**src/rtl/bcd_pkg.sv**
```systemverilog
// rtl/bcd_pkg.sv - shared types and constants for the binary-to-BCD converter
package bcd_pkg;

    typedef enum logic [1:0] {
        IDLE  = 2'd0,
        SHIFT = 2'd1,
        DONE  = 2'd2
    } state_t;

    localparam int         WIDTH_DEF   = 8;
    localparam int         DIGITS_DEF  = 3;
    localparam logic [3:0] ADD3_THRESH = 4'd5;

endpackage

```
**src/rtl/bcd_add3.sv**
```systemverilog
// rtl/bcd_add3.sv - per-digit double-dabble correction
//   i_digit  in  4  BCD digit before the shift
//   o_digit  out 4  digit + 3 when it is 5 or more, else unchanged
module bcd_add3
    import bcd_pkg::*;
(
    input  logic [3:0] i_digit,
    output logic [3:0] o_digit
);

    // Digits entering correction are at most 9, so the sum never exceeds 12.
    assign o_digit = (i_digit >= ADD3_THRESH) ? (i_digit + 4'd3) : i_digit;

endmodule

```
**src/rtl/bcd_conv_arb.sv**
```systemverilog
// rtl/bcd_conv_arb.sv - two-requester shared sequential binary-to-BCD converter
//   clk    in  1         system clock, rising edge
//   rst_n  in  1         asynchronous active-low reset
//   req    in  2         per-requester request level, held until ack
//   bin0   in  WIDTH     requester 0 operand
//   bin1   in  WIDTH     requester 1 operand
//   ack    out 2         one-hot one-cycle result-valid pulse
//   bcd    out 4*DIGITS  packed BCD result, digit 0 in bcd[3:0]
//   busy   out 1         conversion in progress
// Optional feature: BCD_ARB_RR_EN selects round-robin tie-breaking;
// otherwise requester 0 has fixed priority.
module bcd_conv_arb
    import bcd_pkg::*;
#(
    parameter int WIDTH  = WIDTH_DEF,
    parameter int DIGITS = DIGITS_DEF
) (
    input  logic                  clk,
    input  logic                  rst_n,
    input  logic [1:0]            req,
    input  logic [WIDTH-1:0]      bin0,
    input  logic [WIDTH-1:0]      bin1,
    output logic [1:0]            ack,
    output logic [4*DIGITS-1:0]   bcd,
    output logic                  busy
);

    localparam int CW = (WIDTH > 1) ? $clog2(WIDTH) : 1;
    localparam int DW = 4 * DIGITS;

    state_t              r_state;
    logic [WIDTH-1:0]    r_shift;
    logic [DW-1:0]       r_digits;
    logic [CW-1:0]       r_cnt;
    // Current owner; with round-robin it doubles as the last-grant record
    // because it only changes on grant edges.
    logic                r_owner;
    logic [1:0]          r_ack;
    logic [DW-1:0]       r_bcd;
    logic                r_busy;

    logic [DW-1:0]       w_corr;
    logic [DW+WIDTH-1:0] w_shifted;
    logic [DW-1:0]       w_next_digits;
    logic [WIDTH-1:0]    w_next_shift;
    logic                w_sel;
    logic [WIDTH-1:0]    w_operand;

    for (genvar g = 0; g < DIGITS; g++) begin : g_add3
        bcd_add3 u_add3 (
            .i_digit (r_digits[4*g +: 4]),
            .o_digit (w_corr[4*g +: 4])
        );
    end

    // Correct first, then shift: operand MSB lands in digit 0 bit 0.
    assign w_shifted     = {w_corr, r_shift} << 1;
    assign w_next_digits = w_shifted[DW+WIDTH-1:WIDTH];
    assign w_next_shift  = w_shifted[WIDTH-1:0];

    always_comb begin
        w_sel = r_owner;
        case (req)
            2'b01:   w_sel = 1'b0;
            2'b10:   w_sel = 1'b1;
`ifdef BCD_ARB_RR_EN
            2'b11:   w_sel = ~r_owner;
`else
            2'b11:   w_sel = 1'b0;
`endif
            default: w_sel = r_owner;
        endcase
    end

    assign w_operand = w_sel ? bin1 : bin0;

    always_ff @(posedge clk or negedge rst_n) begin
        if (!rst_n) begin
            r_state  <= IDLE;
            r_shift  <= '0;
            r_digits <= '0;
            r_cnt    <= '0;
            r_owner  <= 1'b1;
            r_ack    <= 2'b00;
            r_bcd    <= '0;
            r_busy   <= 1'b0;
        end else begin
            case (r_state)
                IDLE: begin
                    r_ack <= 2'b00;
                    if (|req) begin
                        r_owner  <= w_sel;
                        r_shift  <= w_operand;
                        r_digits <= '0;
                        r_cnt    <= '0;
                        r_busy   <= 1'b1;
                        r_state  <= SHIFT;
                    end
                end
                SHIFT: begin
                    r_digits <= w_next_digits;
                    r_shift  <= w_next_shift;
                    r_cnt    <= r_cnt + CW'(1);
                    if (r_cnt == CW'(WIDTH - 1)) begin
                        // Publish the post-shift value on the same edge.
                        r_bcd   <= w_next_digits;
                        r_ack   <= r_owner ? 2'b10 : 2'b01;
                        r_state <= DONE;
                    end
                end
                DONE: begin
                    r_ack   <= 2'b00;
                    r_busy  <= 1'b0;
                    r_state <= IDLE;
                end
                default: begin
                    r_ack   <= 2'b00;
                    r_busy  <= 1'b0;
                    r_state <= IDLE;
                end
            endcase
        end
    end

    assign ack  = r_ack;
    assign bcd  = r_bcd;
    assign busy = r_busy;

endmodule

```
**config.mk**
```make
export PLATFORM = sky130hd
export DESIGN_NAME = bcd_conv_arb
export DESIGN_NICKNAME = d
export VERILOG_FILES = /design/src/rtl/bcd_pkg.sv /design/src/rtl/bcd_add3.sv /design/src/rtl/bcd_conv_arb.sv
export SDC_FILE = /design/constraint.sdc
export NUM_CORES = 1
export LEC_CHECK = 0
export ABC_CLOCK_PERIOD_IN_PS = 2000
export CORE_AREA = 2 2 61 63
export DETAILED_ROUTE_END_ITERATION = 8
export DIE_AREA = 0 0 63 65
export DONT_BUFFER_PORTS = 1
export GPL_TIMING_DRIVEN = 0
export PLACE_DENSITY = 0.7
export SKIP_CTS_REPAIR_TIMING = 1
export SKIP_LAST_GASP = 1
export SYNTH_ARGS = -nofsm -noshare
export SYNTH_HDL_FRONTEND = slang
export SYNTH_SLANG_ARGS = --single-unit
```
**constraint.sdc**
```tcl
create_clock -name clk -period 2 [get_ports clk]
set_input_delay 0.4 -clock clk [delete_from_list [all_inputs] [get_ports clk]]
set_output_delay 0.4 -clock clk [all_outputs]
set_load 0.05 [all_outputs]
```
==> metrics.md <==
| Metric | Value |
|---|---|
| Starting Density | 0.558 |
| P_sw | 0.00163 W |
| Unique masters post-synth | 27 |
| Part of the cycle the worst path needs | 0.821 |
| CP max-delay cell | dfrtp_1 |
| Switching Fraction | 0.468 |
| Clock transition at the registers of the reported paths | 0.11 ns |
| Critical path capture point type | flip-flop |
| DRC errors left | 0 |
| Routability cong. | 0.775 |
| Power per Cell Area | 1670 mW/mm² |
| TritonCTS clock tree | yes |
| Reg2reg start | r_cnt[0]$_DFFE_PN0P_ |
| Worst skew pair latency | 0.35 ns |
| # diodes | 0 |
| Vias/cell | 5.66 |
| Area growth, synth to finish | 7.50% |
| Post-synth top flop | dfrtp_1 |
| # setup viols final | 0 |
| Avg Cell Area, Syn | around 11 µm² |
| #FFs+latches synth | 41 |
| H-Tree Depth | 2 |
| Top cell by count, worst path | ha_1 |
| CTS Sinks | around 40 |
| Hold Crit Start | bin1[3] |
| Post-layout min period | about 1.6 ns |
| Leak pwr | 0.997 nW |
| CP Cell Sequence | ha_1, ha_1, nand2_1, clkbuf_1, o21ai_0 |
| Clock root buffer | clkbuf_4 |
| Crit path capture | bcd[11]$_DFFE_PN0P_ |
| Total CTS buffers | 5 |
| HPWL after DPL | around 2700 µm |
| Seq pwr share | 0.538 |
| Power Internal | 0.00186 W |
| Port bufs | 0 |
| Row cnt | 22 |
| First DRT Iteration DRCs | 52 |
| Worst R2R Path Depth | 5 |
| Clock skew | 0.00748 ns |
| RSZ-0062 raised after global routing | false |
| Peak supply drop | slightly above 0.7 mV |
| Number of global-route vias before repair | 1,331 |
| WP data required | 2.22 ns |
| Number of synthesized flops with an enable pin | 0 |
| Pre-Repair DR Iteration Count | 4 |
| Sequential area share after synthesis | 0.527 |
| Net Count, Synth | 208 |
| Largest stage delay on the critical path | 0.41 ns |
| Clock buffer depth | 2 |
| Wire per inst | 15.5 µm |
| CP max FO | 10 |
| Core area | about 0.0035 mm² |
| Total track usage | 0.201 |
| Largest net degree at the start of global routing | 42 |
| Cell area after synthesis | 0.00195 mm² |
| Die area | 0.00410 mm² |
| Synth async-reset ratio | 1.00 |
| Comb power frac | 0.350 |
| Synth Instances | between 150 and 200 |
| Ratio of cells with drive above 1 in the final layout | 0.132 |
| Die X | 63 µm |
| Final WL | 3690 µm |
| Largest delay share family, worst path | adder cells |
| Vias after detailed routing | 1,347 |
| CP Data Arrival Time | 1.87 ns |
| Max Slew Vio Count | 0 |
| PnR worst setup slack | roughly 0.36 ns |
| Final ANT Viol Nets | 0 |
| Total Negative Setup Slacks | 0 ns |
| Max Freq | slightly above 600 MHz |
| Crit path buf inv count | 1 |
| Clock Power Share | 0.112 |
| Slew of the pin with the lowest slew margin | 0.489 ns |
| Slew headroom | 0.674 |
| Startpoint types | flip-flop |
| Final Net Count | around 220 |
| FF-to-FF setup slack | 0.36 ns |
| Number of cells on the critical path | 5 |
| Critical path type | reg2reg |
| Post-Place Worst Slack | 0.350 ns |
| # IOs | 35 |
| Max cap viols | 0 |
| Crit path from | r_cnt[0]$_DFFE_PN0P_ |
| RR Endpoint | bcd[11]$_DFFE_PN0P_ |
| Final Hold Viols | 0 |
| Die Y | 65 µm |
| First-pass GRT wire length | 6290 µm |
| GRT overflow | 0 |
| Synth warnings | 0 |
| Status | completed |
| Initial antenna violation count | 0 |
| Hold Crit Class | in2reg |
per-stage QoR:
| step | cell area [µm²] | utilization | power (W) | cells | hold slack, ns |
|---|---|---|---|---|---|
| global route | 2100 | 0.600 | 0.00377 | 238 | 0.238 |
| detailed placement | 2010 | 0.575 | 0.00310 | 228 | 0.105 |
| floorplan | 1950 | - | 0.00279 | 180 | 0.104 |
| global placement | 2010 | 0.575 | 0.00301 | 228 | 0.105 |
| CTS | 2060 | 0.589 | 0.00349 | 236 | -0.285 |
| finish | 2100 | 0.600 | 0.00349 | 238 | 0.253 |
cell usage in the layout (no fill, tap or decap), drive strengths merged, types with 8 or more instances in the layout:
master | Yosys | final
a21oi | 8 | 8
buf | 7 | 8
clkbuf | 1 | 9
dfrtp | 40 | 40
ha | 8 | 8
inv | 9 | 9
mux2i | 13 | 13
nand2 | 19 | 19
o21ai | 26 | 26
power groups by stage:
stage               sequential (W)  clock (W)  combinational [W]
floorplan                  0.00182          0           0.000972
global placement           0.00188          0            0.00113
detailed placement         0.00190          0            0.00120
CTS                        0.00188   0.000404            0.00121
global route               0.00193   0.000439            0.00140
finish                     0.00188   0.000391            0.00122
state kept, by name, summed over array words and instances (netlist names):
name / flops
bcd: 12
r_digits: 12
r_shift: 8
r_cnt: 3
ack: 2
r_state: 2
busy: 1
r_owner: 1
per-layer routing:
metal | vias up | global-route usage | wire (µm)
met3 | 8 | 0.0486 | 181
met4 | 0 | 0.114 | 69
met1 | 651 | 0.244 | 1590
met2 | 39 | 0.328 | 1850
met5 | - | 0 | 0
li1 | 649 | - | -
cells in the mapped netlist, drive strengths merged, types with 4 or more instances:
library cell / instances / area [µm²]
mux2i: 13 / 130
a22oi: 7 / 52.6
dfrtp: 40 / 1000
nand3: 6 / 30.0
ha: 8 / 100
mux2: 7 / 78.8
nor3b: 5 / 37.5
nand2: 19 / 71.3
a21oi: 8 / 51.3
a22o: 6 / 52.6
nor3: 4 / 20.0
buf: 7 / 47.5
inv: 9 / 33.8
o21ai: 26 / 130
final cells by class:
cell class,instances,area [µm²]
Timing Repair Buffer,2,37.5
Sequential cell,41,1030
Inverter,9,33.8
Buffer,8,51.3
Multi-Input combinational cell,122,838
Tap cell,48,60.1
Clock buffer,8,48.8
Fill cell,304,1400
worst min-delay path by stage:
| stage | to | cells after the start |
|---|---|---|
| after global placement | bcd[7]$_DFFE_PN0P_ | 0 |
| after floorplan | ack[0]$_DFFE_PN0P_ | 0 |
| after global routing | r_shift[3]$_DFFE_PN0P_ | 2 |
| final | r_shift[3]$_DFFE_PN0P_ | 2 |
| after detailed placement | bcd[7]$_DFFE_PN0P_ | 0 |
| after CTS | bcd[5]$_DFFE_PN0P_ | 0 |
kinds of logic (layout without fill, tap and decap cells):
kind of cell    after synthesis  in the layout  share of synthesized area
mux                          20             20                      0.107
buf+inv                      17             27                     0.0436
fa+ha+maj                     8              8                     0.0513
flops                        41             41                      0.527
compound gates               48             48                      0.151
simple gates                 43             43                      0.107
xor+xnor                      3              3                     0.0135
Note: power is estimated with default switching activity, not from simulation.
